## config.mk

```make
export PLATFORM = sky130hd
export DESIGN_NAME = traffic_light_fsm
export DESIGN_NICKNAME = d
export VERILOG_FILES = /design/src/rtl/traffic_light_fsm.sv
export SDC_FILE = /design/constraint.sdc
export NUM_CORES = 1
export LEC_CHECK = 0
export BUFFER_PORTS_ARGS = -buffer_cell sky130_fd_sc_hd__buf_2
export CORE_MARGIN = 8
export CORE_UTILIZATION = 52
export DETAILED_ROUTE_END_ITERATION = 10
export HOLD_SLACK_MARGIN = 0.02
export PLACE_DENSITY = 0.75
export SETUP_SLACK_MARGIN = 0.02
export SLEW_MARGIN = 40
export SYNTH_ARGS = -nofsm -noshare
export SYNTH_HDL_FRONTEND = slang
export SYNTH_SLANG_ARGS = --single-unit
```

## constraint.sdc

```tcl
create_clock -name clk -period 2.4 [get_ports clk]
set_clock_uncertainty 0.1 [all_clocks]
set_input_delay 0.24 -clock clk [delete_from_list [all_inputs] [get_ports clk]]
set_output_delay 0.24 -clock clk [all_outputs]
set_load 0.02 [all_outputs]
```

## src/rtl/traffic_light_fsm.sv

```systemverilog
// Tick-driven two-way traffic-light controller: each flip edge is one tick, timed Moore FSM
// drives one-hot lamps. Optional pedestrian phase is built only when PED_PHASE_EN is defined.
module traffic_light_fsm #(
    parameter int unsigned GREEN_TICKS  = 8,
    parameter int unsigned YELLOW_TICKS = 3,
    parameter int unsigned RED_TICKS    = 1,
    parameter int unsigned WALK_TICKS   = 5
) (
    input  logic       clk,
    input  logic       reset,
    input  logic       flip,
    input  logic       ped_req,
    output logic [2:0] ns_light,
    output logic [2:0] ew_light,
    output logic       walk,
    output logic [2:0] state_dbg
);

    typedef enum logic [2:0] {
        ST_NS_G  = 3'd0,
        ST_NS_Y  = 3'd1,
        ST_RED_A = 3'd2,
        ST_EW_G  = 3'd3,
        ST_EW_Y  = 3'd4,
        ST_RED_B = 3'd5,
        ST_WALK  = 3'd6,
        ST_BAD   = 3'd7
    } state_t;

    localparam logic [2:0] LAMP_RED    = 3'b100;
    localparam logic [2:0] LAMP_YELLOW = 3'b010;
    localparam logic [2:0] LAMP_GREEN  = 3'b001;

    // Counter compares against dwell-1 so a state lasts exactly its dwell in ticks.
    localparam logic [7:0] GREEN_LAST  = 8'(GREEN_TICKS - 1);
    localparam logic [7:0] YELLOW_LAST = 8'(YELLOW_TICKS - 1);
    localparam logic [7:0] RED_LAST    = 8'(RED_TICKS - 1);
    localparam logic [7:0] WALK_LAST   = 8'(WALK_TICKS - 1);

    state_t     state_q, state_d;
    state_t     succ;
    logic [7:0] cnt_q, cnt_d;
    logic [7:0] dwell_last;
    logic       flip_q;
    logic       tick;
    logic       legal;
    logic       ped_pending_q;
    logic       walk_from_a_q;

    assign tick = flip ^ flip_q;

`ifdef PED_PHASE_EN
    logic ped_pending_d;
    logic walk_from_a_d;
    logic enter_walk;
`else
    logic       ped_req_unused;
    logic [7:0] walk_last_unused;
    assign ped_req_unused   = ped_req;
    assign walk_last_unused = WALK_LAST;
    assign ped_pending_q    = 1'b0;
    assign walk_from_a_q    = 1'b0;
`endif

    always_ff @(posedge clk or negedge reset) begin
        if (!reset) begin
            state_q <= ST_NS_G;
            cnt_q   <= 8'd0;
            flip_q  <= 1'b0;
        end else begin
            state_q <= state_d;
            cnt_q   <= cnt_d;
            flip_q  <= flip;
        end
    end

    always_comb begin
        succ       = ST_NS_G;
        dwell_last = GREEN_LAST;
        legal      = 1'b1;
        case (state_q)
            ST_NS_G: begin
                dwell_last = GREEN_LAST;
                succ       = ST_NS_Y;
            end
            ST_NS_Y: begin
                dwell_last = YELLOW_LAST;
                succ       = ST_RED_A;
            end
            ST_RED_A: begin
                dwell_last = RED_LAST;
                succ       = ped_pending_q ? ST_WALK : ST_EW_G;
            end
            ST_EW_G: begin
                dwell_last = GREEN_LAST;
                succ       = ST_EW_Y;
            end
            ST_EW_Y: begin
                dwell_last = YELLOW_LAST;
                succ       = ST_RED_B;
            end
            ST_RED_B: begin
                dwell_last = RED_LAST;
                succ       = ped_pending_q ? ST_WALK : ST_NS_G;
            end
`ifdef PED_PHASE_EN
            ST_WALK: begin
                dwell_last = WALK_LAST;
                succ       = walk_from_a_q ? ST_EW_G : ST_NS_G;
            end
`endif
            default: legal = 1'b0;
        endcase
    end

    // Unreachable encodings fall back to NS_G on the next clock, ticks or not.
    always_comb begin
        state_d = state_q;
        cnt_d   = cnt_q;
        if (!legal) begin
            state_d = ST_NS_G;
            cnt_d   = 8'd0;
        end else if (tick) begin
            if (cnt_q == dwell_last) begin
                state_d = succ;
                cnt_d   = 8'd0;
            end else begin
                cnt_d = cnt_q + 8'd1;
            end
        end
    end

`ifdef PED_PHASE_EN
    assign enter_walk = (state_d == ST_WALK) && (state_q != ST_WALK);

    // Entering WALK services the request, so the clear beats a same-cycle set.
    always_comb begin
        ped_pending_d = ped_pending_q;
        walk_from_a_d = walk_from_a_q;
        if (enter_walk) begin
            ped_pending_d = 1'b0;
            walk_from_a_d = (state_q == ST_RED_A);
        end else if (ped_req && (state_q != ST_WALK)) begin
            ped_pending_d = 1'b1;
        end
    end

    always_ff @(posedge clk or negedge reset) begin
        if (!reset) begin
            ped_pending_q <= 1'b0;
            walk_from_a_q <= 1'b0;
        end else begin
            ped_pending_q <= ped_pending_d;
            walk_from_a_q <= walk_from_a_d;
        end
    end

    assign walk = (state_q == ST_WALK);
`else
    assign walk = 1'b0;
`endif

    // Illegal encodings show all-red so the safety invariant holds even then.
    always_comb begin
        ns_light = LAMP_RED;
        ew_light = LAMP_RED;
        case (state_q)
            ST_NS_G: ns_light = LAMP_GREEN;
            ST_NS_Y: ns_light = LAMP_YELLOW;
            ST_EW_G: ew_light = LAMP_GREEN;
            ST_EW_Y: ew_light = LAMP_YELLOW;
            default: begin
                ns_light = LAMP_RED;
                ew_light = LAMP_RED;
            end
        endcase
    end

    assign state_dbg = state_q;

endmodule

```

==> metrics.txt, run 1 <==
Post-Synthesis Cells=between 70 and 80; first-pass GRT wire length=approximately 2400 µm; area leader, netlist=dfrtp_1; area of the multi-input gates=around 380 µm²; Crit path largest cell delay=0.54 ns; Reg2Reg Setup Slack=between 0.4 and 0.5 ns; register area share after synthesis=a little over two fifths; Die X=between 50 and 60 µm; die height=~53 µm; Initial Util=55.3%; most frequent CP cell=nor2_2; clock slew at reported path FFs=0.08 ns; critical path's slowest cell=or4_4; Arr. time, crit path=between 2 and 2.5 ns; Max H-tree Level=1; Area Overhead vs Synth=14.8%; largest family of logic cells by synthesized area=simple AND/OR/NAND/NOR gates; 1st-iter DRT viols=10; post-synthesis simple-gate area fraction=23.7%; post-synthesis xor/xnor area fraction=between 10% and 20%; share of layout cells above drive strength 1=a little over a quarter; max cap viols=0; clock latency at the later pin of the worst-skew pair=around 0.27 ns; Max Clock Freq=around 480 MHz; IO Count=14; Avg WL per Cell=between 10 and 15 µm; Req. time, crit path=between 2 and 2.5 ns; crit path cell chain=dlygate4sd3_1 > buf_2 > xor2_2 > a21oi_2 > or4_4 > nor2_2 > xnor2_1 > nor2_2; routed vias=between 500 and 600; gr ovfl total=0; DRT antenna net count=0; Worst setup SP type=input pin; Layout fillers=between 100 and 150; Leak=0.380 nW; Yosys reg bits=12; Hold Fails Final Rpt=0; maximum fanout along the worst path=9; I/O Buffers=11; CTS max path bufs=2; Sink Count=12; vias in the first global route=approximately 570; R2R Path Start=state_dbg[2]; Routed WL=about 1400 µm; GRT Total Usage=11.0%; Synth Area in Adders=~1.7%; unrepaired setup endpoints after global routing=no; RePlAce Congestion=between 0.8 and 0.9; dpl ws=between 0.4 and 0.5 ns; fin crit share=about 87%; Synth Area in Compound Gates=11.3%; nets=97; synth top area cells=dfrtp_1 42%, xnor2_1 8.5%, nor2_1 5.2%; final setup violation count=0; critical setup path kind=in -> reg; Vias/cell=~5.3; Site Rows=13; Root Buffer=clkbuf_4; synth unique cells=35; CTS buffer count=3; fin worst setup slack=0.306 ns; pin count of the biggest net entering global routing=14; setup TNS=0 ns; R2R depth=6; worst hold path type=in -> async; fin util=a little under two thirds; pwr dens=1320 mW/mm²; Critical Path Start=flip; initial antenna violation count=0; Core Region=0.00130 mm²; peak supply drop=0.819 mV; # DRC=0; register area=300 µm²; CTS tree=built; FF-to-FF End=cnt_q[4]; fin crit period=roughly 2.1 ns; Die Area=between 0.002 and 0.003 mm²; Post-Syn Area=719 µm²; top cell type's share of synthesized area=41.7%; post-DP HPWL=between 1000 and 1500 µm; syn nets=82; 1st-pass router iterations=4; Worst setup endpoint=cnt_q[7]; Ys Warns=0; mux cell area share after synthesis=around 4.3%; crit end category=register; Max Slew Vio Count=0; Mapped Avg Cell Area=around 9.3 µm²; ant diodes=0; status=complete, no violations
-- logic make-up after synthesis --
family / Yosys count
mux: 3
simple gates: 33
buf+inv: 8
compound gates: 11
other cells: 1
flops: 12
fa+ha+maj: 1
xor+xnor: 8
-- synth_stat cells (all sizes together) --
library cell and count:
nand3 1, nor4 1, a32oi 1, nor2b 1, nor3b 1, a21oi 5
ha 1, and2 1, nor3 2, nand2 8, mux2 1, nand4 1
xor2 1, conb 1, or4 2, and3b 1, a32o 1, a2111oi 1
o21bai 1, buf 3, nor2 12, xnor2 7, and3 1, dfrtp 12
inv 5, o21ai 2, mux2i 2, or2 1
-- cell type report --
type | count | share of cell area (%)
Tap cell | 15 | 2.27
Sequential cell | 12 | 36.4
Multi-Input combinational cell | 57 | 45.6
Timing Repair Buffer | 13 | 9.09
Clock buffer | 4 | 4.39
Inverter | 5 | 2.27
-- state kept, by name, summed over array words and instances (netlist names) --
register / cells
flip_q: 1
state_dbg: 3
cnt_q: 8
-- through the flow --
stage                     power [W]  area [µm²]  hold slack [ns]  std cells
after floorplan            0.000806         719           -0.156         77
after global placement     0.000921         769           0.0378        100
after detailed placement   0.000935         769           0.0377        100
after CTS                   0.00110         826            0.299        106
after global routing        0.00118         826            0.294        106
final                       0.00109         826            0.272        106
-- placed cells by master, fill, tap and decap left out --
master / synthesis / layout
ha_1: 1 / 1
and3_1: 1 / 1
o21ai_0: 1 / 1
or2_2: 1 / 1
a32oi_2: 1 / 1
a2111oi_0: 1 / 1
or4_4: 1 / 1
nand2_1: 7 / 7
or4_1: 1 / 1
a32o_1: 1 / 1
nand4_1: 1 / 1
nor2b_1: 1 / 1
nor4_1: 1 / 1
nor3_1: 2 / 2
o21bai_1: 1 / 1
dfrtp_1: 12 / 12
clkbuf_4: 0 / 3
o21ai_1: 1 / 1
clkbuf_8: 0 / 1
nand3_1: 1 / 1
and2_1: 1 / 1
inv_1: 5 / 5
nor2_1: 10 / 10
and3b_1: 1 / 1
nor2_2: 2 / 2
xor2_2: 1 / 1
conb_1: 1 / 1
nand2_2: 1 / 1
a21oi_1: 4 / 4
xnor2_1: 7 / 7
mux2_2: 1 / 1
dlygate4sd3_1: 0 / 2
mux2i_1: 2 / 2
nor3b_1: 1 / 1
buf_2: 1 / 11
a21oi_2: 1 / 1
-- report_power, final --
group	leakage [nW]	internal, W	switching [W]	total [W]
registers	0.153	0.000271	0.000104	0.000375
clock network	0.0210	0.0000921	0.0000697	0.000162
logic	0.206	0.000228	0.000325	0.000553
-- worst max-delay path: cells and delay by family --
kind                      cells  cell delay, ns
buffers and inverters         2            0.67
AOI/OAI and AO/OA             1            0.13
and+or+nand+nor               3            0.72
xor gates and xnor gates      2            0.40
-- how the worst min path moves through the flow --
stage / startpoint / end / slack (ns)
after floorplan: reset / cnt_q[0] / -0.16
after CTS: reset / flip_q / 0.30
after detailed placement: reset / flip_q / 0.04
after global routing: reset / cnt_q[0] / 0.29
final: reset / flip_q / 0.27
after global placement: reset / cnt_q[7] / 0.04
-- metal layers --
metal	global-route usage, %	vias to the layer above	wire length, µm
met1	13.2	260	655
met2	17.4	13	677
li1	-	284	-
met5	0	-	0
met4	5.04	0	0
met3	3.64	0	54
-- what timing repair did --
item,in CTS,in global routing
buffers inserted,0,0
hold buffers,2,0
endpoints found under the hold margin,13,0
resized for setup,0,0
(Power assumes the default switching activity.)
==> inputs of run 2 (changes only) <==
RECOVER_POWER = 50   (was unset)
==> run 2 against run 1 <==
Against the previous run: die area is the same; clock power is essentially flat; highest routed layer unchanged; global-route usage is the same; routed wire length shrank 0.58%; critical endpoint unchanged; core utilization shrank 0.48 points; power shrank 0.52%; design area shrank 0.76%; non-clock buffer count is the same; largest power group unchanged; worst setup slack lost 0.036 ns; combinational power shrank 1%; via count grew 0.54%; first-iteration DRC count is the same.
==> metrics.txt, run 2 (synthesis gave the netlist of run 1 again) <==
status=complete, no violations (unchanged); max cap viols=0 (unchanged); most frequent cells in the layout=12 x dfrtp_1, 10 x nor2_1, 7 x nand2_1, 7 x xnor2_1, 6 x buf_2 (was 12 x dfrtp_1, 11 x buf_2, 10 x nor2_1, 7 x nand2_1, 7 x xnor2_1); clock latency at the later pin of the worst-skew pair=0.27 ns (about the same); Req. time, crit path=2.46 ns (about the same); 1st-pass router iterations=4 (unchanged); I/O Buffers=11 (unchanged); share of layout cells above drive strength 1=20.9% (was 26.4%); Leak=0.363 nW (was 0.380 nW); pin count of the biggest net entering global routing=14 (unchanged); peak supply drop=0.815 mV (was 0.819 mV); Layout fillers=114 (was 111); fin util=63.0% (was 63.5%); initial antenna violation count=0 (unchanged); Max Clock Freq=469 MHz (was 477 MHz); setup TNS=0 ns (unchanged); Arr. time, crit path=2.19 ns (was 2.16 ns); # DRC=0 (unchanged); final setup violation count=0 (unchanged); GRT Total Usage=11.0% (unchanged); CTS buffer count=3 (unchanged); Area Overhead vs Synth=13.9% (was 14.8%); Max H-tree Level=1 (unchanged); dpl cells=100 (unchanged); worst hold path type=in -> async (unchanged); Fin Hold WS=0.411 ns (was 0.272 ns); post-route insts no fill=106 (unchanged); most flop-heavy register=cnt_q (unchanged); maximum fanout along the worst path=9 (unchanged); # Post-CTS Setup Buffers=0 (unchanged); crit end category=register (unchanged); Hold Fails Final Rpt=0 (unchanged); fin crit period=2.13 ns (was 2.09 ns); 1st-iter DRT viols=10 (unchanged); Core Region=0.00130 mm² (unchanged); CTS tree=built (unchanged); max reg flops=8 (unchanged); Avg WL per Cell=13.0 µm (was 13.1 µm); Initial Util=55.3% (unchanged); Root Buffer=clkbuf_4 (unchanged); first-pass GRT wire length=2390 µm (unchanged); Die Area=0.00283 mm² (unchanged); Vias/cell=5.28 (was 5.25); worst relative slew slack=55.4%; dpl cell area=769 µm² (unchanged); Die X=53.2 µm (unchanged); CTS max path bufs=2 (unchanged); die height=53.2 µm (unchanged); pwr dens=1320 mW/mm² (about the same); Site Rows=13 (unchanged); gr ovfl total=0 (unchanged); vias in the first global route=565 (unchanged); commonest non-fill, non-tap cell in the layout=dfrtp_1 (unchanged); critical setup path kind=in -> reg (unchanged); final instance area=820 µm² (was 826 µm²); Post-CTS Resized=0 (unchanged); RePlAce Congestion=0.810 (unchanged); Tightest Pin Transition=~0.67 ns; post-DP HPWL=1070 µm (unchanged); DRT antenna net count=0 (unchanged); Worst setup SP type=input pin (unchanged); routed vias=560 (was 557); nets=97 (unchanged); ant diodes=0 (unchanged); Sink Count=12 (unchanged); fin crit share=88.8% (was 87.3%); clock slew at reported path FFs=0.08 ns (about the same); unrepaired setup endpoints after global routing=no (unchanged); Max Slew Vio Count=0 (unchanged); Routed WL=1380 µm (was 1390 µm); IO Count=14 (unchanged)
-- run 2: changes by cell type in the layout (fill, tap and decap cells not counted) --
cell / delta
clkbuf_1: +5
buf_2: -5
-- run 2: report_power, final --
part	switching, W	leakage, nW	total, W	internal, W
Combinational	0.000325	0.189	0.000547	0.000222
Sequential	0.000104	0.153	0.000375	0.000271
Clock	0.0000697	0.0210	0.000162	0.0000921
Total	0.000499	0.363	0.00108	0.000585
-- run 2: what timing repair did --
| item | 4_1_cts | 5_1_grt |
|---|---|---|
| setup endpoints to repair | 0 | 0 |
| hold buffers | 2 | 0 |
| hold endpoints to repair | 13 | 0 |
-- run 2: through the flow --
stage / setup slack (ns) / power, W
global placement: 0.525 / 0.000921
global route: 0.167 / 0.00118
detailed placement: 0.483 / 0.000935
CTS: 0.307 / 0.00110
finish: 0.270 / 0.00108
floorplan: 0.537 / 0.000806
-- run 2: critical path, stage by stage --
cell           delay (ns)
dlygate4sd3_1        0.52
clkbuf_1             0.16
xor2_2               0.27
a21oi_2              0.13
or4_4                0.54
nor2_2               0.14
xnor2_1              0.16
nor2_2               0.04
-- run 2: per-layer routing --
metal,GRT usage [%],up-vias,wire length [µm]
met5,0,-,0
met4,5.04,0,0
li1,-,285,-
met1,13.2,260,637
met3,3.64,0,59
met2,17.4,15,681
-- run 2: area by class of cell --
| class | count | area (µm²) | area share [%] |
|---|---|---|---|
| clock buffers | 4 | 36.3 | 4.43 |
| inverters | 5 | 18.8 | 2.29 |
| multi-input cells | 57 | 377 | 46.0 |
| flip-flops and latches | 12 | 300 | 36.6 |
| well taps | 15 | 18.8 | 2.29 |
| repair buffers | 13 | 68.8 | 8.40 |
-- run 2: final timing paths --
kind	startpoint	to	slack [ns]	depth (start not counted)
max	flip	cnt_q[7]	0.27	8
min	reset	flip_q	0.41	2
max reg2reg	state_dbg[2]	cnt_q[4]	0.47	6
max in group asynchronous	reset	cnt_q[1]	1.37	2
min reg2reg	cnt_q[7]	cnt_q[7]	0.46	2
min in group clk	cnt_q[7]	cnt_q[7]	0.46	2
